## src/rtl/systolic_deskew_collector.sv

```systemverilog
// Deskews a systolic array's staircase output into aligned rows and buffers
// them in a small FIFO with tile-row tracking and a sticky overflow flag.

module systolic_deskew_lane #(
   parameter int W     = 16,
   parameter int DEPTH = 1
) (
   input  logic         clk,
   input  logic         rst,
   input  logic [W-1:0] d,
   output logic [W-1:0] q
);
   logic [DEPTH-1:0][W-1:0] sr;

   always_ff @(posedge clk or posedge rst) begin
      if (rst) begin
         sr <= '0;
      end else begin
         sr[0] <= d;
         for (int i = 1; i < DEPTH; i++) sr[i] <= sr[i-1];
      end
   end

   assign q = sr[DEPTH-1];
endmodule

module systolic_deskew_collector #(
   parameter int LANES      = 16,
   parameter int LANE_WIDTH = 16,
   parameter int FIFO_DEPTH = 4,
   parameter int ROWS       = 16
) (
   input  logic                                 clk,
   input  logic                                 rst,
   input  logic                                 in_valid,
   input  logic [LANES*LANE_WIDTH-1:0]          in_data,
   output logic                                 out_valid,
   input  logic                                 out_ready,
   output logic [LANES*LANE_WIDTH-1:0]          out_data,
   output logic                                 out_last,
   output logic [$clog2(FIFO_DEPTH+1)-1:0]      fifo_level,
   output logic                                 overflow,
   input  logic                                 clr_ovf
);
   localparam int LW  = $clog2(FIFO_DEPTH+1);
   localparam int PW  = $clog2(FIFO_DEPTH);
   localparam int RCW = (ROWS > 1) ? $clog2(ROWS) : 1;

   logic [LANES-1:0][LANE_WIDTH-1:0] in_lanes;
   logic [LANES-1:0][LANE_WIDTH-1:0] aligned;
   logic [LANES-2:0]                 vld_pipe;
   logic                             aligned_valid;

   assign in_lanes = in_data;

   // Lane k arrives k cycles late, so it waits LANES-1-k stages; the last lane is already aligned.
   for (genvar k = 0; k < LANES-1; k++) begin : g_lane
      systolic_deskew_lane #(
         .W     (LANE_WIDTH),
         .DEPTH (LANES-1-k)
      ) u_lane (
         .clk (clk),
         .rst (rst),
         .d   (in_lanes[k]),
         .q   (aligned[k])
      );
   end
   assign aligned[LANES-1] = in_lanes[LANES-1];

   always_ff @(posedge clk or posedge rst) begin
      if (rst) begin
         vld_pipe <= '0;
      end else begin
         vld_pipe[0] <= in_valid;
         for (int i = 1; i < LANES-1; i++) vld_pipe[i] <= vld_pipe[i-1];
      end
   end
   assign aligned_valid = vld_pipe[LANES-2];

   logic [LANES*LANE_WIDTH-1:0] mem [FIFO_DEPTH];
   logic [PW-1:0]               wr_ptr, rd_ptr;
   logic [RCW-1:0]              row_cnt;
   logic                        full, push, pop, drop;

   assign full      = (fifo_level == LW'(FIFO_DEPTH));
   assign out_valid = (fifo_level != '0);
   assign pop       = out_valid & out_ready;
   // A full FIFO still takes the row when a pop frees a slot in the same cycle.
   assign push      = aligned_valid & (~full | pop);
   assign drop      = aligned_valid & full & ~pop;

   always_ff @(posedge clk) begin
      if (push) mem[wr_ptr] <= aligned;
   end

   always_ff @(posedge clk or posedge rst) begin
      if (rst) begin
         wr_ptr     <= '0;
         rd_ptr     <= '0;
         fifo_level <= '0;
         row_cnt    <= '0;
         overflow   <= 1'b0;
      end else begin
         if (push) wr_ptr <= wr_ptr + PW'(1);
         if (pop)  rd_ptr <= rd_ptr + PW'(1);
         case ({push, pop})
            2'b10:   fifo_level <= fifo_level + LW'(1);
            2'b01:   fifo_level <= fifo_level - LW'(1);
            default: fifo_level <= fifo_level;
         endcase
         if (pop) row_cnt <= (row_cnt == RCW'(ROWS-1)) ? '0 : row_cnt + RCW'(1);
         if (drop)         overflow <= 1'b1;
         else if (clr_ovf) overflow <= 1'b0;
      end
   end

   // Storage is not reset, so mask the read while empty.
   assign out_data = out_valid ? mem[rd_ptr] : '0;
   assign out_last = out_valid & (row_cnt == RCW'(ROWS-1));
endmodule

```

## config.mk

```make
export PLATFORM = sky130hd
export DESIGN_NAME = systolic_deskew_collector
export DESIGN_NICKNAME = d
export VERILOG_FILES = /design/src/rtl/systolic_deskew_collector.sv
export SDC_FILE = /design/constraint.sdc
export NUM_CORES = 2
export LEC_CHECK = 0
export ABC_AREA = 0
export BUFFER_PORTS_ARGS = -buffer_cell sky130_fd_sc_hd__buf_2
export CORE_MARGIN = 5
export CORE_UTILIZATION = 60
export DETAILED_ROUTE_END_ITERATION = 10
export GPL_ROUTABILITY_DRIVEN = 0
export PLACE_DENSITY = 0.89
export SETUP_SLACK_MARGIN = 0.3
export SLEW_MARGIN = 25
export SYNTH_ARGS = -nofsm -noshare
export SYNTH_HDL_FRONTEND = slang
export SYNTH_SLANG_ARGS = --single-unit
```

## constraint.sdc

```tcl
create_clock -name clk -period 125.1 [get_ports clk]
set_input_delay 0 -clock clk [delete_from_list [all_inputs] [get_ports clk]]
set_output_delay 0 -clock clk [all_outputs]
set_load 0.01 [all_outputs]
```

==> metrics.log <==
INFO  metric syn_to_final_growth = 22.2%
INFO  metric synthesis.instances = 3634
INFO  metric routed_wirelength = roughly 220 mm
INFO  metric grt_util_met1 = 0.353
INFO  metric portion_of_netlist_area_occupied_by_mux_cells = 0.0660
INFO  metric drt_first_iter_violations = between 3000 and 4000
INFO  metric rsz0062_at_grt = false
INFO  metric critPathKind = flip-flop to output port
INFO  metric met3_usage = 0.0550
INFO  metric timing.critical_path.depth = 6
INFO  metric via_per_inst = 5.63
INFO  metric grt_pass1_vias = roughly 46000
INFO  metric cts-htree-levels = 5
INFO  metric placedCellCount = 6026
INFO  metric initial_utilization = 0.604
INFO  metric final_layout_fill_cell_count = 7110
INFO  metric synth_cell_types = 36
INFO  metric yosys.area_share.adder = 0.000940
INFO  metric p_leak = ~44 nW
INFO  metric finalHoldViolations = 0
INFO  metric synth-warning-count = 0
INFO  metric worst_clock_skew = around 0.074 ns
INFO  metric floorplan.rows = between 100 and 150
INFO  metric ys_ff_latch = about 3000
INFO  metric worst_setup_hold_path_clk_slew = roughly 0.070 ns
INFO  metric hp-class = input pin to flip-flop
INFO  metric timing.critical_path.to = out_data[210]
INFO  metric pre_cts_slack = ~120 ns
INFO  metric post_cts_resize_count = 0
INFO  metric global_route.peak_usage_layer = met2
INFO  metric master_cell_of_the_clock_root_buffer = clkbuf_16
INFO  metric total_power = roughly 2.5 mW
INFO  metric tns = 0 ns
INFO  metric nNetsFinal = just over 5000
INFO  metric io_buffer_count = 522
INFO  metric cp_slowest_cell = dfrtp_4
INFO  metric crit_start = rd_ptr[0]$_DFFE_PP0N_
INFO  metric met2_resource_use_gr = 0.540
INFO  metric cts_max_path_buffers = 4
INFO  metric critPathMostFrequentCell = buf_4
INFO  metric grt_max_degree = 232
INFO  metric cp-start-kind = flip-flop
INFO  metric achievable-frequency = between 0.15 and 0.2 GHz
INFO  metric cts.sinks = roughly 3000
INFO  metric timing.rr.start = fifo_level[2]$_DFFE_PP0P_
INFO  metric syn-mean-instance-area = 24.2 sq um
INFO  metric design.die.area = 154000 sq um
INFO  metric global_route.usage.total = 0.300
INFO  metric power_density = between 20 and 25 nW/um^2
INFO  metric combinational_family_with_the_most_area_after_synthesis = multiplexers
INFO  metric clk_latency = roughly 0.9 ns
INFO  metric timing.critical_path.to_type = output port
INFO  metric antenna_found_initial = 18
INFO  metric final_min_period_over_clock_period = 0.0417
INFO  metric worstPathCellList = buf_4 -> buf_4 -> buf_4 -> mux4_2 -> and2_1 -> buf_2
INFO  metric layout.cells.most_common = dfrtp_1
INFO  metric grt_first_pass_wirelength = about 330 mm
INFO  metric ant_nets = 0
INFO  metric drt_pass1_iterations = 5
INFO  metric status = finished clean
INFO  metric worst-endpoint-arrival = around 5.2 ns
INFO  metric final_max_slew_viol_count = 0
INFO  metric timing.slew.headroom = 0.243
INFO  metric reg2regPathDepth = 5
INFO  metric multi_input_area = 7780 sq um
INFO  metric floorplan.io_pins = about 520
INFO  metric wire_per_inst = 31.8 um
INFO  metric synth.area.top_cells = dfrtp_1, edfxtp_1, mux4_2
INFO  metric cts_made_buffers = 287
INFO  metric synth.net_count = between 3000 and 4000
INFO  metric worstPathBufferInverterCount = 4
INFO  metric layout_common_cells = dfrtp_1, edfxtp_1, buf_2
INFO  metric cts_tree = done
INFO  metric required = 125.10 ns
INFO  metric synth_compound_gate_area_share = 0.00115
INFO  metric global_route.overflow_total = 0
INFO  metric final_layout_size_suffix_gt1_frac = 0.243
INFO  metric cpPeakStageDelay = between 0.9 and 1 ns
INFO  metric dp_wirelength = about 100 mm
INFO  metric remaining_drc_errors = 0
INFO  metric die_width = 393 um
INFO  metric final.setup.worst_slack = about 120 ns
INFO  metric fin_worst_hold_slack = between 0.1 and 0.15 ns
INFO  metric fp.coreArea = 146000 sq um
INFO  metric crit_family = buffers and inverters
INFO  metric layout_min_cycle_time = between 5 and 6 ns
INFO  metric final-instance-count-excl-fill = about 7100
INFO  metric cap_violations = 0
INFO  metric crit_fanout = 40
INFO  metric fraction_of_synthesized_cell_area_taken_by_the_top_area_cell_type = 0.554
INFO  metric r2r_slack = 121.17 ns
INFO  metric seq_area_frac_synth = 0.904
INFO  metric synth_simple_gate_area_frac = 0.0197
INFO  metric synthesis.area = 87900 sq um
INFO  metric reg2reg_to = mem[3][138]$_DFFE_PP_
INFO  metric synthXorXnorAreaFrac = 0.000598
INFO  metric synthDominantAreaCellType = dfrtp_1
INFO  metric report.final.setup_viol = 0
INFO  metric via_count = 39800
INFO  metric max-vdd-ir-drop = 0.0230 mV
INFO  metric die_h = roughly 390 um
INFO  metric layout.area.seq = slightly below 80000 sq um
INFO  metric worst-slew-pin-transition = 1.14 ns
flip-flops by register name (all words and copies together) (netlist names):
register and cells:
fifo_level 3, vld_pipe 15, rd_ptr 2, g_lane.u_lane.sr 1680, wr_ptr 2, mem 1024, row_cnt 4, g_lane.u_lane.q 240
overflow 1
kinds of logic after synthesis:
family          count (synthesis)
simple gates                  279
buf+inv                        98
flops                        2971
xor+xnor                        6
mux                           259
compound gates                 15
fa+ha+maj                       6
stage by stage:
step,instance area (sq um),util
2_1_floorplan,87900,-
3_3_place_gp,92700,0.637
3_5_place_dp,92700,0.637
4_1_cts,107000,0.735
5_1_grt,107000,0.737
6_report,107000,0.738
layer usage:
metal	wire, um	vias up
met1	74000	21400
met4	12400	4
met5	27	-
li1	-	15600
met3	14000	643
met2	124000	2209
synth_stat cells:
cell and count:
a21boi_0 1, a21oi_1 2, a31oi_1 1, and2_1 260, and3_1 1, and4_1 1
buf_2 29, buf_4 1, buf_6 29, clkbuf_1 22, clkbuf_2 10, dfrtp_1 1947
edfxtp_1 1024, fa_1 1, ha_1 5, inv_1 7, mux2_2 3, mux4_2 256
nand2_1 5, nand2b_1 1, nand3_1 2, nand3b_1 1, nor2_1 3, nor2b_1 1
nor4b_1 1, o211ai_1 2, o21ai_0 3, o22ai_1 1, o311ai_0 1, o31a_1 1
o31ai_1 2, o41ai_1 1, or2_2 2, or3_1 1, xnor2_1 5, xor2_1 1
how the worst min path moves through the flow:
stage,from,endpoint,slack (ns),cells after the start
after floorplan,in_data[0],g_lane[0].u_lane.sr[0]$_DFF_PP0_,0.03,0
after detailed placement,in_data[43],g_lane[2].u_lane.sr[11]$_DFF_PP0_,0.11,1
final,out_ready,rd_ptr[1]$_DFFE_PP0N_,0.13,4
after CTS,out_ready,row_cnt[2]$_DFFE_PP0N_,0.03,4
after global routing,out_ready,rd_ptr[1]$_DFFE_PP0N_,0.09,4
after global placement,in_data[78],g_lane[4].u_lane.sr[14]$_DFF_PP0_,0.11,1
repair_timing:
item / 4_1_cts / 5_1_grt
hold buffers: 520 / 0
endpoints found under the hold margin: 458 / 0
setup buffers: 0 / 0
layout make-up:
cell class | count | share of cell area
well taps | 1917 | 0.0223
clock buffers | 415 | 0.0782
inverters | 7 | 0.000361
diodes | 17 | 0.000396
repair buffers | 1094 | 0.0791
clock inverters | 88 | 0.00682
multi-input cells | 565 | 0.0725
flip-flops and latches | 2971 | 0.740
where the power goes:
| group | switching (mW) | internal, mW |
|---|---|---|
| registers | 0.0503 | 1.12 |
| clock network | 0.381 | 0.488 |
| logic | 0.266 | 0.186 |
tightest hold or removal path, stage by stage:
cell,delay [ns]
dlygate4sd3_1,0.56
buf_2,0.22
nand3_1,0.13
xnor2_1,0.08
Power figures use the tool's default switching activity.
